## src/rtl/mem_dma_master.sv

```systemverilog
// Word-copy DMA initiator on the native valid/ready memory bus.
// Reads one word, writes it, and repeats until the programmed count is exhausted.
//
// state  | meaning
// IDLE   | waiting for start; result flags and checksum held
// RD     | read request at the source pointer, held until mem_ready
// RD_GAP | one idle bus cycle between the read and the write
// WR     | write request of the buffered word at the destination pointer
// WR_GAP | one idle bus cycle; loop to RD or finish
// FIN    | one-cycle done pulse
module mem_dma_master #(
  parameter int LEN_WIDTH   = 16,
  parameter bit CHECKSUM_EN = 1'b1
) (
  input  logic                 clk,
  input  logic                 resetn,
  input  logic                 start,
  input  logic [31:0]          src_addr,
  input  logic [31:0]          dst_addr,
  input  logic [LEN_WIDTH-1:0] len_words,
  output logic                 busy,
  output logic                 done,
  output logic                 err,
  output logic [31:0]          checksum,
  output logic                 mem_valid,
  output logic                 mem_instr,
  input  logic                 mem_ready,
  output logic [31:0]          mem_addr,
  output logic [31:0]          mem_wdata,
  output logic [3:0]           mem_wstrb,
  input  logic [31:0]          mem_rdata
);

  typedef enum logic [2:0] {
    IDLE   = 3'd0,
    RD     = 3'd1,
    RD_GAP = 3'd2,
    WR     = 3'd3,
    WR_GAP = 3'd4,
    FIN    = 3'd5
  } state_t;

  state_t               state, state_nxt;
  logic [31:0]          src_ptr;
  logic [31:0]          dst_ptr;
  logic [31:0]          buffer;
  logic [LEN_WIDTH-1:0] remaining;
  logic                 err_q;

  logic misaligned;
  logic len_zero;
  logic accept;
  logic rd_done;
  logic wr_done;

  assign misaligned = (src_addr[1:0] != 2'b00) || (dst_addr[1:0] != 2'b00);
  assign len_zero   = (len_words == '0);
  assign accept     = (state == IDLE) && start;
  assign rd_done    = (state == RD) && mem_ready;
  assign wr_done    = (state == WR) && mem_ready;

  always_ff @(posedge clk or negedge resetn) begin
    if (!resetn) begin
      state <= IDLE;
    end else begin
      state <= state_nxt;
    end
  end

  always_comb begin
    state_nxt = state;
    case (state)
      IDLE: begin
        if (start) begin
          if (misaligned || len_zero) state_nxt = FIN;
          else                        state_nxt = RD;
        end
      end
      RD:      if (mem_ready) state_nxt = RD_GAP;
      RD_GAP:  state_nxt = WR;
      WR:      if (mem_ready) state_nxt = WR_GAP;
      WR_GAP:  state_nxt = (remaining != '0) ? RD : FIN;
      FIN:     state_nxt = IDLE;
      default: state_nxt = IDLE;
    endcase
  end

  // Pointers and count only load on a transfer that will actually run.
  always_ff @(posedge clk or negedge resetn) begin
    if (!resetn) begin
      src_ptr   <= 32'h0;
      dst_ptr   <= 32'h0;
      remaining <= '0;
      buffer    <= 32'h0;
      err_q     <= 1'b0;
    end else begin
      if (accept) begin
        err_q <= misaligned;
        if (!misaligned && !len_zero) begin
          src_ptr   <= src_addr;
          dst_ptr   <= dst_addr;
          remaining <= len_words;
        end
      end
      if (rd_done) begin
        buffer <= mem_rdata;
      end
      if (wr_done) begin
        src_ptr   <= src_ptr + 32'd4;
        dst_ptr   <= dst_ptr + 32'd4;
        remaining <= remaining - {{(LEN_WIDTH-1){1'b0}}, 1'b1};
      end
    end
  end

  generate
    if (CHECKSUM_EN) begin : g_checksum
      logic [31:0] sum_q;
      always_ff @(posedge clk or negedge resetn) begin
        if (!resetn) begin
          sum_q <= 32'h0;
        end else if (accept) begin
          sum_q <= 32'h0;
        end else if (rd_done) begin
          sum_q <= sum_q + mem_rdata;
        end
      end
      assign checksum = sum_q;
    end else begin : g_no_checksum
      assign checksum = 32'h0;
    end
  endgenerate

  assign busy      = (state == RD) || (state == RD_GAP) || (state == WR) || (state == WR_GAP);
  assign done      = (state == FIN);
  assign err       = err_q;
  assign mem_valid = (state == RD) || (state == WR);
  assign mem_instr = 1'b0;
  assign mem_addr  = (state == WR) ? dst_ptr : src_ptr;
  assign mem_wdata = buffer;
  assign mem_wstrb = (state == WR) ? 4'hF : 4'h0;

endmodule

```

## config.mk

```make
export PLATFORM = sky130hd
export DESIGN_NAME = mem_dma_master
export DESIGN_NICKNAME = d
export VERILOG_FILES = /design/src/rtl/mem_dma_master.sv
export SDC_FILE = /design/constraint.sdc
export NUM_CORES = 1
export LEC_CHECK = 0
export BUFFER_PORTS_ARGS = -buffer_cell sky130_fd_sc_hd__buf_2
export CORE_UTILIZATION = 50
export CTS_BUF_LIST = sky130_fd_sc_hd__clkbuf_2
export DETAILED_ROUTE_END_ITERATION = 10
export PLACE_DENSITY = 0.85
export SLEW_MARGIN = 25
export SYNTH_ARGS = -nofsm -noshare
export SYNTH_HDL_FRONTEND = slang
export SYNTH_SLANG_ARGS = --single-unit
```

## constraint.sdc

```tcl
create_clock -name clk -period 2.83 [get_ports clk]
set_input_delay 0 -clock clk [delete_from_list [all_inputs] [get_ports clk]]
set_output_delay 0 -clock clk [all_outputs]
set_load 0.1 [all_outputs]
```

==> run summary, run 1 <==
=========================================================================================
Status ..................................................................... stopped before the end
Stop stage ................................................................. clock tree synthesis
Run-stopping error ......................................................... [ERROR RSZ-0060] Max buffer count reached.
Most common cell in the synthesized netlist ................................      nand2_1
Number of warnings reported in the yosys synthesis log .....................            0
Number of buffers added by the clock tree synthesis step ...................           17
Area of the mapped netlist ................................................. 0.00886 sq mm
Biggest area consumer among synthesized cells ..............................      dfrtp_1
Synth top cells by count ................................................... 242 x nand2_1, 148 x dfrtp_1, 70 x o21ai_0
Flip-flop and latch count after synthesis ..................................          148
Die Span X .................................................................       135 um
Post-synthesis sequential area ratio .......................................        41.8%
Buffers added on ports .....................................................          219
Synthesized instance count .................................................         1008
Placed Area ................................................................ 0.0103 sq mm
Leading cell types by total area after synthesis ........................... dfrtp_1 42%, nand2_1 10%, ha_1 4.8%
Height of the die ..........................................................       135 um
CTS Root Cell ..............................................................     clkbuf_2
Distinct cell type count of the synthesized netlist ........................           69
CTS Hold Buffers Added .....................................................          291
Number of rows created at floorplan ........................................           48
Gp weighted congestion .....................................................        0.889
Yosys top cell area share ..................................................        41.8%
Top Ports ..................................................................          221
Placed wire-length estimate after detailed placement .......................      17.6 mm
Effective utilization at floorplan .........................................        51.3%
Mean post-synth cell area ..................................................   8.79 sq um
Number of enable-type register cells in the synthesized netlist ............            0
Post-CTS Setup Bufs ........................................................            0
Post-synth top flop ........................................................      dfrtp_1
Count of H-tree levels built during CTS ....................................            4
PostCTS Resize Cnt .........................................................            0
Proportion of register bits with asynchronous set or reset after synthesis .         100%
Syn Nets ...................................................................         1159
Clock sinks ................................................................          148
Max clock buf depth ........................................................            2
=========================================================================================
-- through the flow --
| stage | hold slack, ps | TNS, ps | instances | util, % | setup slack [ps] |
|---|---|---|---|---|---|
| after global placement | -19.6 | -42.4 | 1421 | 59.6 | -36.1 |
| after detailed placement | -21.3 | -95.9 | 1421 | 59.6 | -76.0 |
| after floorplan | -296 | -1330 | 1008 | - | -394 |
-- cells by family after synthesis --
logic type | Yosys count | synth area share [%]
simple gates | 435 | 22.4
fa+ha+maj | 35 | 5.02
xor+xnor | 37 | 3.66
flops | 148 | 41.8
mux | 32 | 4.04
buf+inv | 65 | 2.92
other cells | 1 | 0.0423
compound gates | 255 | 20.1
==> run 2: changes to the inputs <==
--- a/config.mk
+++ b/config.mk
@@ -6,10 +6,9 @@
 export NUM_CORES = 1
 export LEC_CHECK = 0
 export BUFFER_PORTS_ARGS = -buffer_cell sky130_fd_sc_hd__buf_2
-export CORE_UTILIZATION = 50
-export CTS_BUF_LIST = sky130_fd_sc_hd__clkbuf_2
+export CORE_UTILIZATION = 35
 export DETAILED_ROUTE_END_ITERATION = 10
-export PLACE_DENSITY = 0.85
+export PLACE_DENSITY_LB_ADDON = 0.15
 export SLEW_MARGIN = 25
 export SYNTH_ARGS = -nofsm -noshare
 export SYNTH_HDL_FRONTEND = slang
==> constraint.sdc (replaced) <==
create_clock -name clk -period 3.7 [get_ports clk]
set_input_delay 0 -clock clk [delete_from_list [all_inputs] [get_ports clk]]
set_output_delay 0 -clock clk [all_outputs]
set_load 0.1 [all_outputs]
==> run 2 against run 1 <==
Effect of this change:
- the run now ends clean
- area after synthesis is the same
- synthesized cell count is the same
==> run summary, run 2 <==
=========================================================================================
Status ..................................................................... finished clean
Synthesized instance count .................................................         1008   unchanged
Proportion of synthesized area in mux cells ................................        4.04%   unchanged
DRT iter0 DRCs .............................................................          487
Area inside the core boundary .............................................. 0.0246 sq mm
Skew-Pair Late Insertion Delay .............................................       430 ps
Data arrival at the endpoint of the critical path ..........................      3450 ps
Post-synth top flop ........................................................      dfrtp_1
Final Max Tran Viols .......................................................            0
Maximum number of pins on one net before global-route repair ...............           90
Nets .......................................................................         1471
Post-CTS Setup Bufs ........................................................            0   unchanged
Buffers added on ports .....................................................          219   unchanged
Crit path launch ........................................................... checksum[0]$_DFFE_PN0P_
Power density relative to cell area ........................................ 1000 mW/mm^2
Remaining routing DRC violations ...........................................            0
Sum of routed wire length over all layers ..................................      27.5 mm
CTS tree ...................................................................         done
Setup TNS ..................................................................         0 ps
Path type of the worst min-delay path ...................................... input port to async pin
Final critical-path required period ........................................      3150 ps
Post-route standard cell area excluding fillers ............................ 0.0121 sq mm
Total global-route track usage .............................................        21.3%
Delay contributed by the slowest stage of the critical path ................       420 ps
Slowest stage cell on the critical path ....................................         fa_1
Post-synthesis share of cell area spent on and, or, nand and nor gates .....        22.4%   unchanged
Pre-CTS setup slack ........................................................       566 ps   +642 ps
Iteration count of the initial detailed-routing pass .......................            5
First-pass GRT wire length .................................................      44.1 mm
Syn Nets ...................................................................         1159   unchanged
# diodes ...................................................................            0
Combinational family with the most area after synthesis .................... simple AND/OR/NAND/NOR gates
Biggest area consumer among synthesized cells ..............................      dfrtp_1
Post-synthesis sequential area ratio .......................................        41.8%   unchanged
Yosys top cell area share ..................................................        41.8%   unchanged
Area delta synth->final ....................................................        36.0%
Via total after detailed routing ...........................................         8717
Layout cells sized above 1 .................................................        23.4%
Clock sinks ................................................................          148   unchanged
Flop-to-flop setup slack ...................................................       550 ps
Proportion of register bits with asynchronous set or reset after synthesis .         100%   unchanged
Synth top cells by count ................................................... 242 x nand2_1, 148 x dfrtp_1, 70 x o21ai_0
Placed wire-length estimate after detailed placement .......................      19.1 mm   +8.4%
Max-capacitance violation count ............................................            0
Slew at the pin closest to its max-slew limit ..............................       891 ps
Most used cells in the layout excluding fill and tap cells ................. 242 x nand2_1, 218 x buf_2, 148 x dfrtp_1
Worst slew slack as a fraction of its limit ................................        40.6%
Total die area ............................................................. 0.0260 sq mm
Most common cell type on the critical path .................................       a21o_1
Average routed wire per standard cell ......................................      16.6 um
Effective utilization at floorplan .........................................        36.0%   -15 points
Worst-case hold slack ......................................................       236 ps
Height of the die ..........................................................       161 um   +19%
Setup Crit Path Kind ....................................................... flop to flop
Max clock buf depth ........................................................            2   unchanged
Flip-flop and latch count after synthesis ..................................          148   unchanged
Commonest non-fill, non-tap cell in the layout .............................      nand2_1
Cell-by-cell listing of the critical path .................................. ha_1, fa_1, a21o_1, a21o_1, a2111oi_4, o21bai_2, a41oi_2, o21ai_2, a311oi_2, xor2_1, o21ai_1
Number of rows created at floorplan ........................................           57   +19%
Distinct cell type count of the synthesized netlist ........................           69   unchanged
Share of the clock period used by the worst path ...........................        85.0%
Clock skew .................................................................      16.8 ps
Critical Path Sink Type ....................................................         flop
Critical R2R Capture ....................................................... checksum[30]$_DFFE_PN0P_
Start of the worst register-to-register path ............................... checksum[0]$_DFFE_PN0P_
Worst setup path endpoint .................................................. checksum[30]$_DFFE_PN0P_
Worst vdd rail ir drop .....................................................     0.691 mV
Via density per instance ...................................................         5.26
CTS Root Cell ..............................................................    clkbuf_16
Area of the mapped netlist ................................................. 0.00886 sq mm   unchanged
Critical-path maximum fanout ...............................................            4
Number of buffers added by the clock tree synthesis step ...................           17   unchanged
Clock transition at the registers of the reported paths ....................        70 ps
Count of H-tree levels built during CTS ....................................            4   unchanged
Leak Pwr ...................................................................      5.79 nW
Mean post-synth cell area ..................................................   8.79 sq um   unchanged
Via count of the first global-routing pass .................................         8303
Total count of hold-check failures in the final report .....................            0
Number of warnings reported in the yosys synthesis log .....................            0   unchanged
Top Ports ..................................................................          221   unchanged
Most common cell in the synthesized netlist ................................      nand2_1
Synth Area in Adders .......................................................        5.02%   unchanged
Number of fill cells in the layout .........................................         2345
Worst R2R Path Depth .......................................................           11
Die Span X .................................................................       161 um   +19%
Data required, critical path ...............................................      4000 ps
Overflow left after global routing .........................................            0
Fin worst setup slack ......................................................       555 ps
Leading cell types by total area after synthesis ........................... dfrtp_1 42%, nand2_1 10%, ha_1 4.8%
Initial antenna violation count ............................................            0
Post-Synth XOR/XNOR Area ...................................................        3.66%   unchanged
Category of the worst setup path launch point ..............................         flop
Count of nets left with antenna violations after detail routing ............            0
Peak Freq ..................................................................    0.318 GHz
Placed Area ................................................................ 0.0103 sq mm   -0.27%
Compound-Gate Fraction of Synth Area .......................................        20.1%   unchanged
Gp weighted congestion .....................................................        0.845   -5.0%
Setup repair after global routing missed its margin ........................           no
Final Setup Violations .....................................................            0
Number of enable-type register cells in the synthesized netlist ............            0   unchanged
=========================================================================================
-- run 2: cell families (layout without fill, tap and decap cells) --
logic type | after synthesis | count (layout)
XOR/XNOR | 37 | 37
AND/OR/NAND/NOR | 435 | 435
buffers and inverters | 65 | 389
multiplexers | 32 | 32
AO/OA/AOI/OAI | 255 | 255
adder cells (fa/ha/maj) | 35 | 35
flip-flops | 148 | 148
other | 1 | 1
-- run 2: area by class of cell --
| cell class | instances | area, sq um | area share [%] |
|---|---|---|---|
| clock buffers | 17 | 425 | 3.53 |
| clock inverters | 14 | 211 | 1.75 |
| inverters | 11 | 41.3 | 0.342 |
| multi-input cells | 795 | 4910 | 40.7 |
| flip-flops and latches | 148 | 3700 | 30.7 |
| well taps | 324 | 405 | 3.36 |
| repair buffers | 347 | 2360 | 19.6 |
-- run 2: critical path: cells and delay by family, from the launching register on --
family          cells  cell delay (ps)
flops               1              400
fa+ha+maj           2              680
compound gates      8             1780
xor+xnor            1              160
-- run 2: worst min-delay path by stage --
stage                     slack (ps)                        end   start
final                            240  mem_wdata[17]$_DFFE_PN0P_  resetn
after global routing             300  mem_wdata[17]$_DFFE_PN0P_  resetn
after CTS                        270  mem_wdata[16]$_DFFE_PN0P_  resetn
after detailed placement         150  mem_wdata[16]$_DFFE_PN0P_  resetn
after global placement           150  mem_wdata[16]$_DFFE_PN0P_  resetn
after floorplan                 -300    checksum[0]$_DFFE_PN0P_  resetn
-- run 2: timing repair --
item                      CTS  global route
hold endpoints to repair  202             0
hold buffers              114             0
resized for setup           0             0
-- run 2: through the flow --
step / std cells / util [%] / total power [mW]
final: 1656 / 49.0 / 12.1
after global placement: 1511 / 41.8 / 10.0
after global routing: 1656 / 49.0 / 12.7
after detailed placement: 1511 / 41.8 / 10.1
after floorplan: 1008 / - / 8.76
after CTS: 1656 / 49.0 / 12.1
-- run 2: power breakdown --
part           total, mW  leakage, nW  switching, mW  internal [mW]
registers           2.91         1.92          0.643           2.27
logic               7.24         3.56           5.54           1.70
clock network       1.92        0.308          0.733           1.19
total               12.1         5.79           6.91           5.16
-- run 2: per-layer routing --
metal  up-vias  share of wire (%)  global-route usage, %
met5         -                  0                      0
met4         0                1.6                   6.26
met3        28                5.0                   3.60
met2       271                 46                   33.9
met1      4131                 47                   29.7
li1       4287                  -                      -
Note: power is estimated with default switching activity, not from simulation.
==> run 3: changes to the inputs <==
--- a/config.mk
+++ b/config.mk
@@ -9,7 +9,8 @@
 export CORE_UTILIZATION = 35
 export DETAILED_ROUTE_END_ITERATION = 10
 export PLACE_DENSITY_LB_ADDON = 0.15
-export SLEW_MARGIN = 25
+export RECOVER_POWER = 100
+export SLEW_MARGIN = 20
 export SYNTH_ARGS = -nofsm -noshare
 export SYNTH_HDL_FRONTEND = slang
 export SYNTH_SLANG_ARGS = --single-unit
==> constraint.sdc (replaced) <==
create_clock -name clk -period 3.3 [get_ports clk]
set_input_delay 0 -clock clk [delete_from_list [all_inputs] [get_ports clk]]
set_output_delay 0 -clock clk [all_outputs]
set_load 0.1 [all_outputs]
==> run 3 against run 2 <==
Effect of this change:
- clock power grew 4%
- via count increased by 0.48%
- critical endpoint is now checksum[26]$_DFFE_PN0P_
- total power increased by 9.8%
- the flow now finishes with violations (capacitance limit, slew limit)
- die area did not move
- largest cell class unchanged
- maximum frequency grew 2.0%
==> run summary, run 3 (synthesized netlist as in run 2, its figures left out) <==
==============================================================================
Via density per instance ........................................         5.26   about the same
Post-CTS Setup Bufs .............................................            0   unchanged
Category of the worst setup path launch point ...................         flop
Buffer and inverter count on the worst path .....................            0   unchanged
Gp weighted congestion ..........................................        0.832   -1.5%
Area inside the core boundary ................................... 0.0246 sq mm   unchanged
Start of the worst register-to-register path .................... checksum[0]$_DFFE_PN0P_
Most common cell type on the critical path ......................       a21o_1
Commonest non-fill, non-tap cell in the layout ..................      nand2_1
Overflow left after global routing ..............................            0   unchanged
Slowest stage cell on the critical path .........................      dfrtp_2
Die Span X ......................................................       161 um   unchanged
Delay contributed by the slowest stage of the critical path .....       410 ps   about the same
Initial antenna violation count .................................            2   +2
First-pass GRT wire length ......................................      45.3 mm   +2.8%
Number of rows created at floorplan .............................           57   unchanged
Cell class contributing the biggest share of worst-path delay ... compound AO/OA/AOI/OAI gates
Share of the clock period used by the worst path ................        93.4%   +8.4 points
Area delta synth->final .........................................        34.2%
Crit path launch ................................................ checksum[0]$_DFFE_PN0P_
Leak Pwr ........................................................      5.38 nW   -7.0%
Worst Hold Depth ................................................            6
Hold wc startpoint ..............................................  dst_addr[0]
Average routed wire per standard cell ...........................      16.8 um   +0.85%
Setup TNS .......................................................         0 ps   unchanged
Sum of routed wire length over all layers .......................      27.9 mm   +1.3%
Height of the die ...............................................       161 um   unchanged
Total global-route track usage ..................................        21.8%   +0.47 points
Top Ports .......................................................          221   unchanged
CTS Root Cell ...................................................    clkbuf_16
Clock sinks .....................................................          148   unchanged
Final Setup Violations ..........................................            0   unchanged
Data required, critical path ....................................      3590 ps   -410 ps
Worst vdd rail ir drop ..........................................     0.682 mV   -1.3%
Path type of the worst min-delay path ........................... input port to flop
Final critical-path required period .............................      3080 ps   -63.0 ps
Iteration count of the initial detailed-routing pass ............            5   unchanged
Placed wire-length estimate after detailed placement ............      19.4 mm   +1.7%
Skew-Pair Late Insertion Delay ..................................       420 ps   about the same
DRT iter0 DRCs ..................................................          543   +11%
Critical-path maximum fanout ....................................            3   -1
Via total after detailed routing ................................         8759   +0.48%
Remaining routing DRC violations ................................            0   unchanged
Setup repair after global routing missed its margin .............           no
Power density relative to cell area ............................. 1110 mW/mm^2   +11%
Max clock buf depth .............................................            2   unchanged
Most used cells in the layout excluding fill and tap cells ...... 242 x nand2_1, 147 x dfrtp_1, 114 x dlygate4sd3_1, 114 x buf_2, 110 x clkbuf_1
Total number of cells along the worst setup path ................           11   unchanged
Slew at the pin closest to its max-slew limit ...................      2270 ps   +1380 ps
Failing checks .................................................. capacitance limit, slew limit
Maximum number of pins on one net before global-route repair ....           86   -4.4%
Effective utilization at floorplan ..............................        36.0%   unchanged
Peak Freq .......................................................    0.324 GHz   +2.0%
Clock transition at the registers of the reported paths .........        60 ps   about the same
Count of H-tree levels built during CTS .........................            4   unchanged
Layout cells sized above 1 ......................................        15.6%   -7.8 points
Setup Crit Path Kind ............................................ flop to flop
Number of buffers added by the clock tree synthesis step ........           17   unchanged
Max-capacitance violation count .................................            1   +1
Worst R2R Path Depth ............................................           11   unchanged
CTS tree ........................................................         done
Via count of the first global-routing pass ......................         8706   +4.9%
Count of nets left with antenna violations after detail routing .            0   unchanged
Data arrival at the endpoint of the critical path ...............      3370 ps   -80 ps
Worst slew slack as a fraction of its limit .....................       -51.3%   -92 points
Placed Area ..................................................... 0.0103 sq mm   +0.41%
Post-route standard cell area excluding fillers ................. 0.0119 sq mm   -1.3%
Total die area .................................................. 0.0260 sq mm   unchanged
Total count of hold-check failures in the final report ..........            0   unchanged
Clock skew ......................................................      13.6 ps   -3.19 ps
Final Max Tran Viols ............................................           86   +86
Cell-by-cell listing of the critical path ....................... ha_1, fa_1, a21o_1, a21o_1, a2111oi_4, nor3_1, o31ai_2, a21oi_2, a221oi_4, xor2_1, o21ai_1
Buffers added on ports ..........................................          219   unchanged
Critical Path Sink Type .........................................         flop
Status .......................................................... finished with violations
Nets ............................................................         1476   +0.34%
==============================================================================
==> run 3: cell types whose count changed in the layout (fill, tap and decap cells not counted), sizes merged <==
cell,change
buf,-108
bufinv,-2
clkbuf,+115
clkinv,-2
clkinvlp,+2
diode,+2
inv,+1
==> run 3: report_power, final <==
part | internal [mW] | switching [mW] | total, mW
combinational | 1.76 | 6.23 | 7.99
clock | 1.19 | 0.801 | 1.99
sequential | 2.54 | 0.741 | 3.28
==> run 3: tightest hold or removal path, cell delays in order <==
cell and delay (ps):
buf_2 70, nor4_1 80, nand2_1 80, nand3b_1 70, a21oi_1 140, a31o_2 100
==> run 3: through the flow <==
stage	hold WS (ps)	util, %	power (mW)	instances	setup WS [ps]
after floorplan	-296	-	9.82	1008	2.46
after global placement	144	41.9	11.3	1516	200
after detailed placement	148	41.9	11.3	1516	177
after CTS	163	49.0	13.5	1662	150
after global routing	259	48.4	14.0	1664	13.9
final	173	48.4	13.3	1664	218
==> run 3: cell type report <==
cell class                      count  area (sq um)
Sequential cell                   148          3700
Antenna cell                        2          5.00
Tap cell                          324           405
Clock buffer                       19           433
Timing Repair Buffer              352          2240
Clock inverter                     13           158
Fill cell                        2462         12700
Multi-Input combinational cell    795          4910
Inverter                           11          41.3
==> run 3: metal layers <==
| layer | vias to the layer above | track usage (%) | part of all wire [%] |
|---|---|---|---|
| li1 | 4296 | - | - |
| met1 | 4210 | 30.3 | 49 |
| met2 | 231 | 35.2 | 46 |
| met3 | 22 | 3.60 | 3.9 |
| met4 | 0 | 5.57 | 1.2 |
| met5 | - | 0 | 0 |
==> run 3: repair_timing <==
action / in CTS / in global routing
hold buffers: 114 / 0
gates resized for setup: 0 / 0
setup endpoints to repair: 0 / 3
endpoints found under the hold margin: 194 / 0
==> run 3: worst paths after layout <==
path                       slack (ps)                   endpoint
max in group asynchronous         730    checksum[0]$_DFFE_PN0P_
min in group asynchronous         800  mem_wdata[16]$_DFFE_PN0P_
hold reg to reg                   470  mem_wdata[15]$_DFFE_PN0P_
hold / removal                    170       state[2]$_DFFE_PN0P_
setup reg to reg                  220   checksum[26]$_DFFE_PN0P_
setup / recovery                  220   checksum[26]$_DFFE_PN0P_
